==> src/rtl/xor_seq_pkg.sv <==
// Shared types for the bit-serial XOR arbiter: FSM state encoding and default operand width.
package xor_seq_pkg;
  localparam int DEFAULT_WIDTH = 16;

  typedef enum logic [1:0] {
    IDLE = 2'd0,
    RUN  = 2'd1,
    DONE = 2'd2
  } state_t;
endpackage

==> src/rtl/xor_seq_arbiter_if.sv <==
// Requester/consumer bundle for xor_seq_arbiter; the slave modport is the arbiter's view.
interface xor_seq_arbiter_if import xor_seq_pkg::*; #(parameter int WIDTH = DEFAULT_WIDTH);
  logic             req0_valid;
  logic [WIDTH-1:0] req0_a;
  logic [WIDTH-1:0] req0_b;
  logic             req0_ready;
  logic             req1_valid;
  logic [WIDTH-1:0] req1_a;
  logic [WIDTH-1:0] req1_b;
  logic             req1_ready;
  logic             res_valid;
  logic             res_ready;
  logic [WIDTH-1:0] res_data;
  logic             res_id;
  logic             busy;

  modport master (
    output req0_valid, req0_a, req0_b, req1_valid, req1_a, req1_b, res_ready,
    input  req0_ready, req1_ready, res_valid, res_data, res_id, busy
  );

  modport slave (
    input  req0_valid, req0_a, req0_b, req1_valid, req1_a, req1_b, res_ready,
    output req0_ready, req1_ready, res_valid, res_data, res_id, busy
  );
endinterface

==> src/rtl/xor_seq_arbiter_xor.sv <==
// Single 1-bit XOR gate; the only XOR on the arbiter's serial datapath.
module xor_seq_arbiter_xor (
  input  logic a,
  input  logic b,
  output logic y
);
  assign y = a ^ b;
endmodule

==> src/rtl/xor_seq_arbiter.sv <==
// Two-requester round-robin arbiter computing a XOR b one bit per cycle; result valid WIDTH cycles after accept.
// Result is held in DONE until res_ready; no request is accepted outside IDLE.
module xor_seq_arbiter import xor_seq_pkg::*; #(
  parameter int WIDTH = DEFAULT_WIDTH
) (
  input  logic             clk,
  input  logic             rst_n,
  xor_seq_arbiter_if.slave bus
);
  localparam int CNT_W = $clog2(WIDTH + 1);

  state_t           state;
  logic             ptr;
  logic             grant;
  logic             id_q;
  logic             res_vld_q;
  logic             busy_q;
  logic [CNT_W-1:0] cnt;
  logic [CNT_W-1:0] cnt_nxt;
  logic [WIDTH-1:0] sh_a;
  logic [WIDTH-1:0] sh_b;
  logic [WIDTH-1:0] res_q;
  logic             bit_x;

  // Pointer only breaks ties; a lone valid requester always wins.
  always_comb begin
    grant = 1'b0;
    if (bus.req0_valid && bus.req1_valid) begin
      grant = ptr;
    end else if (bus.req1_valid) begin
      grant = 1'b1;
    end
  end

  assign bus.req0_ready = (state == IDLE) && bus.req0_valid && !grant;
  assign bus.req1_ready = (state == IDLE) && bus.req1_valid &&  grant;
  assign bus.res_valid  = res_vld_q;
  assign bus.res_data   = res_q;
  assign bus.res_id     = id_q;
  assign bus.busy       = busy_q;
  assign cnt_nxt        = cnt + CNT_W'(1);

  xor_seq_arbiter_xor u_xor (
    .a (sh_a[0]),
    .b (sh_b[0]),
    .y (bit_x)
  );

  always_ff @(posedge clk or negedge rst_n) begin
    if (!rst_n) begin
      state     <= IDLE;
      ptr       <= 1'b0;
      id_q      <= 1'b0;
      res_vld_q <= 1'b0;
      busy_q    <= 1'b0;
      cnt       <= '0;
      sh_a      <= '0;
      sh_b      <= '0;
      res_q     <= '0;
    end else begin
      case (state)
        IDLE: begin
          if (bus.req0_ready || bus.req1_ready) begin
            sh_a   <= grant ? bus.req1_a : bus.req0_a;
            sh_b   <= grant ? bus.req1_b : bus.req0_b;
            id_q   <= grant;
            cnt    <= '0;
            res_q  <= '0;
            busy_q <= 1'b1;
            state  <= RUN;
          end
        end
        RUN: begin
          // LSB is computed first and enters at the MSB, so after WIDTH shifts bit order is natural.
          sh_a  <= sh_a >> 1;
          sh_b  <= sh_b >> 1;
          res_q <= (res_q >> 1) | (WIDTH'(bit_x) << (WIDTH - 1));
          cnt   <= cnt_nxt;
          if (cnt_nxt == CNT_W'(WIDTH)) begin
            res_vld_q <= 1'b1;
            state     <= DONE;
          end
        end
        DONE: begin
          if (bus.res_ready) begin
            res_vld_q <= 1'b0;
            busy_q    <= 1'b0;
            ptr       <= ~id_q;
            state     <= IDLE;
          end
        end
        default: begin
          res_vld_q <= 1'b0;
          busy_q    <= 1'b0;
          state     <= IDLE;
        end
      endcase
    end
  end
endmodule

==> src/flat_wrapper.sv <==
// flat-port wrapper written by rule: the top's interface ports become plain ports
module xor_seq_arbiter_flat import xor_seq_pkg::*;
#(
  parameter int WIDTH = DEFAULT_WIDTH
)
  (clk, rst_n, bus_req0_valid, bus_req0_a, bus_req0_b, bus_req1_valid, bus_req1_a, bus_req1_b, bus_res_ready, bus_req0_ready, bus_req1_ready, bus_res_valid, bus_res_data, bus_res_id, bus_busy);
  xor_seq_arbiter_if #(.WIDTH(WIDTH)) bus_i ();
  input  logic clk;
  input  logic rst_n;
  input wire logic [$bits(bus_i.req0_valid)-1:0] bus_req0_valid;
  input wire logic [$bits(bus_i.req0_a)-1:0] bus_req0_a;
  input wire logic [$bits(bus_i.req0_b)-1:0] bus_req0_b;
  input wire logic [$bits(bus_i.req1_valid)-1:0] bus_req1_valid;
  input wire logic [$bits(bus_i.req1_a)-1:0] bus_req1_a;
  input wire logic [$bits(bus_i.req1_b)-1:0] bus_req1_b;
  input wire logic [$bits(bus_i.res_ready)-1:0] bus_res_ready;
  output wire logic [$bits(bus_i.req0_ready)-1:0] bus_req0_ready;
  output wire logic [$bits(bus_i.req1_ready)-1:0] bus_req1_ready;
  output wire logic [$bits(bus_i.res_valid)-1:0] bus_res_valid;
  output wire logic [$bits(bus_i.res_data)-1:0] bus_res_data;
  output wire logic [$bits(bus_i.res_id)-1:0] bus_res_id;
  output wire logic [$bits(bus_i.busy)-1:0] bus_busy;
  assign bus_i.req0_valid = bus_req0_valid;
  assign bus_i.req0_a = bus_req0_a;
  assign bus_i.req0_b = bus_req0_b;
  assign bus_i.req1_valid = bus_req1_valid;
  assign bus_i.req1_a = bus_req1_a;
  assign bus_i.req1_b = bus_req1_b;
  assign bus_i.res_ready = bus_res_ready;
  assign bus_req0_ready = bus_i.req0_ready;
  assign bus_req1_ready = bus_i.req1_ready;
  assign bus_res_valid = bus_i.res_valid;
  assign bus_res_data = bus_i.res_data;
  assign bus_res_id = bus_i.res_id;
  assign bus_busy = bus_i.busy;
  xor_seq_arbiter #(.WIDTH(WIDTH)) u_core (.clk(clk), .rst_n(rst_n), .bus(bus_i));
endmodule
==> config.mk <==
export PLATFORM = sky130hd
export DESIGN_NAME = xor_seq_arbiter_flat
export DESIGN_NICKNAME = d
export VERILOG_FILES = /design/src/rtl/xor_seq_pkg.sv /design/src/rtl/xor_seq_arbiter_if.sv /design/src/rtl/xor_seq_arbiter_xor.sv /design/src/rtl/xor_seq_arbiter.sv /design/src/flat_wrapper.sv
export SDC_FILE = /design/constraint.sdc
export NUM_CORES = 1
export LEC_CHECK = 0
export CAP_MARGIN = 20
export CORE_ASPECT_RATIO = 1.2
export CORE_UTILIZATION = 43
export CTS_CLUSTER_DIAMETER = 50
export DETAILED_ROUTE_END_ITERATION = 10
export PLACE_DENSITY_LB_ADDON = 0.25
export SKIP_LAST_GASP = 1
export SLEW_MARGIN = 40
export SYNTH_ARGS = -nofsm -noshare
export SYNTH_HDL_FRONTEND = slang
export SYNTH_SLANG_ARGS = --single-unit
export TNS_END_PERCENT = 100
==> constraint.sdc <==
create_clock -name clk -period 1.6 [get_ports clk]
set_clock_uncertainty 0.2 [all_clocks]
set_input_delay 0.32 -clock clk [delete_from_list [all_inputs] [get_ports clk]]
set_output_delay 0.32 -clock clk [all_outputs]
set_load 0.005 [all_outputs]
# Word level (Yosys, flattened, before mapping)
# Index checks and enable logic that the tools add are counted.
# word_totals
inputBits	69
register_bits	59
# classes
addsub	1
mux	21
reduce_logical	15
bitwise_logic	5
n_eq_ne	6
# op_table
cell	count
16-bit one-hot mux with 2 select lines	3
16-bit 2-to-1 mux	5
15-bit by 16-bit bitwise OR with 16-bit output	1
5-bit one-hot mux with 2 select lines	1
3-bit AND reduction	3
2-bit 2-to-1 mux	3
1-bit one-hot mux with 3 select lines	2
2-bit one-hot mux with 3 select lines	1
2-bit AND reduction	3
5-bit by 1-bit adder with 5-bit output (second input constant)	1
5-bit equality test (second input constant)	1
1-bit logical AND	5
1-bit 2-to-1 mux	5
5-bit 2-to-1 mux	1
2-bit != test (second input constant)	2
1-bit inverter	3
2-bit by 1-bit equality test with 1-bit output (second input constant)	1
2-bit equality test (second input constant)	1
2-bit zero test	1
2-bit by 1-bit != test with 1-bit output (second input constant)	1
2-bit nonzero test	1
1-bit zero test	1
1-bit logical OR	1
1-bit bitwise XOR	1

# Logic depth before layout (Yosys ltp)
# depth
word_depth	7
depth_mapped	6
depth_no_buf	4

# Hierarchy
# A second synthesis with hierarchy kept.
# unflattened
cells_unflattened	265
area_unflattened_um2	3104.2
# by_module_without_submodules
module	instances	area_per_inst_um2	cells_per_inst
xor_seq_arbiter	1	3095.5	264
xor_seq_arbiter_xor	1	8.8	1

# Worst setup path before layout
# Ideal clock, no wire load.
# synth_timing
path_kind	reg2reg
startpoint	register u_core.state[0]
endpoint	register u_core.sh_a[10]
n_path_buf	2
t_arrival_ps	1246
t_required_ps	1313
path_stages_with_launch	7
slack_ps	67
cell_sequence	dfrtp_1 -> buf_4 -> nor3_2 -> or2_4 -> nor2_2 -> buf_4 -> a211oi_2
# synth_between
elab_chain_cells	6
word_cells_on_any_way	11
cone_classes	eq/ne: 2; mux: 1; reduce/logical: 8
# synth_rtl
element	line_no	source
start: declaration	xor_seq_arbiter.sv:12	state_t state;
start signal: assignment	xor_seq_arbiter.sv:51	state <= IDLE;
start signal: assignment	xor_seq_arbiter.sv:70	state <= RUN;
start signal: assignment	xor_seq_arbiter.sv:81	state <= DONE;
2-bit zero test	xor_seq_arbiter.sv:35, xor_seq_arbiter.sv:36, xor_seq_arbiter.sv:61	
1-bit logical AND (on tied branches) (2 in series)	xor_seq_arbiter.sv:35, xor_seq_arbiter.sv:36	
1-bit logical OR	xor_seq_arbiter.sv:63	if (bus.req0_ready || bus.req1_ready) begin
2-bit != test (no source line)	n/a	
2-bit AND reduction (no source line)	n/a	
end signal: assignment	xor_seq_arbiter.sv:64	sh_a <= grant ? bus.req1_a : bus.req0_a;
end signal: assignment	xor_seq_arbiter.sv:75	sh_a <= sh_a >> 1;
end: declaration	xor_seq_arbiter.sv:20	logic [WIDTH-1:0] sh_a;
# Parallel ways exist; a longest one is shown, timed or not.
# A chain may end at the register's enable or synchronous reset.

# Worst setup path after layout
# layout_timing
startpoint	register u_core.ptr
endpoint	register u_core.sh_a[10]
# layout_between
elab_chain_cells	6
word_cells_on_any_way	10
cone_classes	eq/ne: 1; mux: 4; reduce/logical: 5
# layout_rtl
element	line_no	source
start: declaration	xor_seq_arbiter.sv:13	logic ptr;
start signal: assignment	xor_seq_arbiter.sv:88	ptr <= ~id_q;
1-bit 2-to-1 mux (*)	xor_seq_arbiter.sv:28	if (bus.req0_valid && bus.req1_valid) begin
1-bit zero test	xor_seq_arbiter.sv:35	assign bus.req0_ready = (state == IDLE) && bus.req0_valid && !grant;
1-bit logical AND	xor_seq_arbiter.sv:35	
1-bit logical OR	xor_seq_arbiter.sv:63	
2-bit != test (no source line)	n/a	
2-bit AND reduction (no source line)	n/a	
# Mark *: on every way between the ends. The rest lies on a longest branch, timed or not. The select of a mux whose other input is x is not followed.

==> out/qor.csv <==
metric,value,unit
worst_slack,-0.201,ns
yosys_warnings,0,
final_area,0.00506,mm²
syn-mean-instance-area,11.4,µm²
synth_edf_count,0,
use_met2,35.5,%
cts_tree,done,
multi_input_area,0.00174,mm²
drc_errors,0,
worst_pin_slew,0.311,ns
critPathLaunchType,register,
placed_cells,443,
dp_hpwl,4.63,mm
yosys-top-cells-count,"dfrtp_1, nor2_1, mux2i_1, a211oi_2, nor3b_1",
wl,8.37,mm
synthFlopType,dfrtp_1,
crit_fanout,7,
synth_largest_area_cell,dfrtp_1,
finalNonFillerCells,487,
utilization,73.8,%
fillCellCount,493,
area.growth.synth_to_final,66.0,%
status,"complete, but fails checks",
whs,0.290,ns
io_pins,90,
slew_headroom,79.2,%
ys_ff_latch,59,
coreArea,0.00685,mm²
h-tree-depth,3,
io_buffers,89,
switching_share,31.8,%
gp_congestion,0.750,
layout-drive-gt1-share,33.3,%
preCtsSetupSlack,-0.752,ns
synth_area_leaders,"dfrtp_1, a211oi_2, mux2i_1, nor3b_1, a22o_1",
ir_drop,0.772,mV
syn_nets,337,
path_class,register to register,
clkTransAtPathRegs,0.07,ns
netlist_area,0.00305,mm²
initial_core_util,44.5,%
die_y,94.2,µm
yosys.area.top_type_share,48.4,%
violations,setup timing,
cts-buffers-inserted,9,
fmax,0.555,GHz
rsz0062_at_grt,yes,
drv_cap,0,
synthArstFlopShare,100,%
dr.pass1.iters,4,
die_w,78.9,µm
die-area,0.00743,mm²
slew_violations,0,
p_total,7.50,mW
final_nets,465,
busiest_layer,met2,
hold_viol_final,0,
clockPowerShare,23.3,%
root_buffer,clkbuf_8,
register_area,0.00148,mm²
internal_power,5.12,mW
synth.most_common_cell,dfrtp_1,
wire_per_inst,17.2,µm
synth.distinct_cells,32,
worstHoldPathType,register to register,
placed_area,0.00415,mm²
p_leak,2.18,nW
post-route-period-util,113,%
comb_power_share,41.9,%
tns,-7.24,ns
overflow,0,
antenna_left,0,
antenna_found_initial,0,
clk_latency,0.33,ns
fp-row-count,33,
arrival,1.80,ns
globalRouteTotalUtil,21.3,%
diodes,0,
clock_path_buffers,2,
grt_start_max_net_pins,60,
grtUsageMet1,27.4,%
drtIter0Drc,175,
grt_pass1_vias,2476,
power.density,1480,mW/mm²
required,1.60,ns
use_met3,4.85,%
setup_viol,54,
period_needed,1.80,ns
vias_per_cell,5.37,
grt_pass1_wl,12.0,mm
critPathCaptureType,register,
p_seq_share,34.9,%
num_vias,2617,
yosysSeqAreaShare,48.4,%
switching_power,2.38,mW
cts_sinks,59,
netlist_instances,267,
==> registers in the layout, indices dropped and copies added, names as in the netlist, 2 cells and up <==
signal               cells
u_core.bus.res_data     16
u_core.sh_a             16
u_core.sh_b             16
u_core.cnt               5
u_core.state             2
==> worst max-delay path: stages, from the launching register on <==
cell and delay [ns]:
dfrtp_1 0.43, buf_6 0.15, o21ai_4 0.18, buf_8 0.19, buf_16 0.17, mux2i_2 0.25
a211oi_2 0.10
==> routing by layer <==
metal  vias up  wire (µm)
met5         -          0
met4         0         94
met3         8        362
met2        69       4360
met1      1296       3550
li1       1244          -
==> what timing repair did <==
action	in CTS	in global routing
endpoints found under the setup margin	76	57
setup buffers	19	2
hold endpoints to repair	59	0
pin swaps	5	20
cloned	2	5
resized for setup	59	42
hold buffers	1	0
==> final cells by class <==
type | instances | share of cell area (%)
sequential | 59 | 29.2
multi-input combinational | 185 | 34.3
tap | 87 | 2.15
clock buffer | 12 | 3.26
clock inverter | 4 | 1.88
timing repair buffer | 138 | 29.0
inverter | 2 | 0.148
==> worst paths after layout <==
check                                 from                     end  slack, ns  depth (start not counted)
max reg2reg                     u_core.ptr         u_core.sh_a[10]      -0.20                          6
min in group asynchronous            rst_n  u_core.bus.res_data[3]       0.32                          3
max                             u_core.ptr         u_core.sh_a[10]      -0.20                          6
min                        u_core.sh_a[15]         u_core.sh_a[15]       0.29                          2
max in group asynchronous            rst_n       u_core.bus.res_id       0.61                          3
min reg2reg                u_core.sh_a[15]         u_core.sh_a[15]       0.29                          2
==> power by group through the flow <==
stage               combinational, mW  sequential, mW  clock, mW
finish                           3.14            2.62       1.74
global route                     3.38            2.68       1.84
CTS                              2.88            2.58       1.76
detailed placement               2.59            2.64          0
global placement                 2.52            2.63          0
floorplan                        1.56            2.57          0
==> kinds of logic after synthesis <==
family / Yosys count / synth area share [%]
XOR/XNOR: 3 / 0.862
AO/OA/AOI/OAI: 66 / 20.8
flip-flops: 59 / 48.4
buffers and inverters: 23 / 4.23
adder cells (fa/ha/maj): 1 / 0.410
AND/OR/NAND/NOR: 83 / 14.8
multiplexers: 32 / 10.5
==> cells in the final DEF, fill, tap and decap left out, types with 2 or more instances in the layout <==
master	count
a21oi_1	5
inv_2	2
nor2_1	33
buf_8	4
clkdlybuf4s50_1	65
a22o_1	17
clkbuf_16	4
nand3_1	2
bufinv_16	3
nand2_1	9
o22ai_1	2
o21ai_0	4
dlygate4sd2_1	21
xor2_1	2
buf_16	2
nor3b_1	28
o21ai_1	5
a211oi_2	28
nor2_4	2
buf_12	7
dfrtp_1	57
mux2i_1	9
buf_4	25
mux2i_4	16
nand2_2	2
mux2i_2	7
clkbuf_8	12
buf_2	3
buf_6	6
nor3_4	2
nand3b_1	2
dfrtp_2	2
No activity file was read; power rests on OpenSTA's default activity.
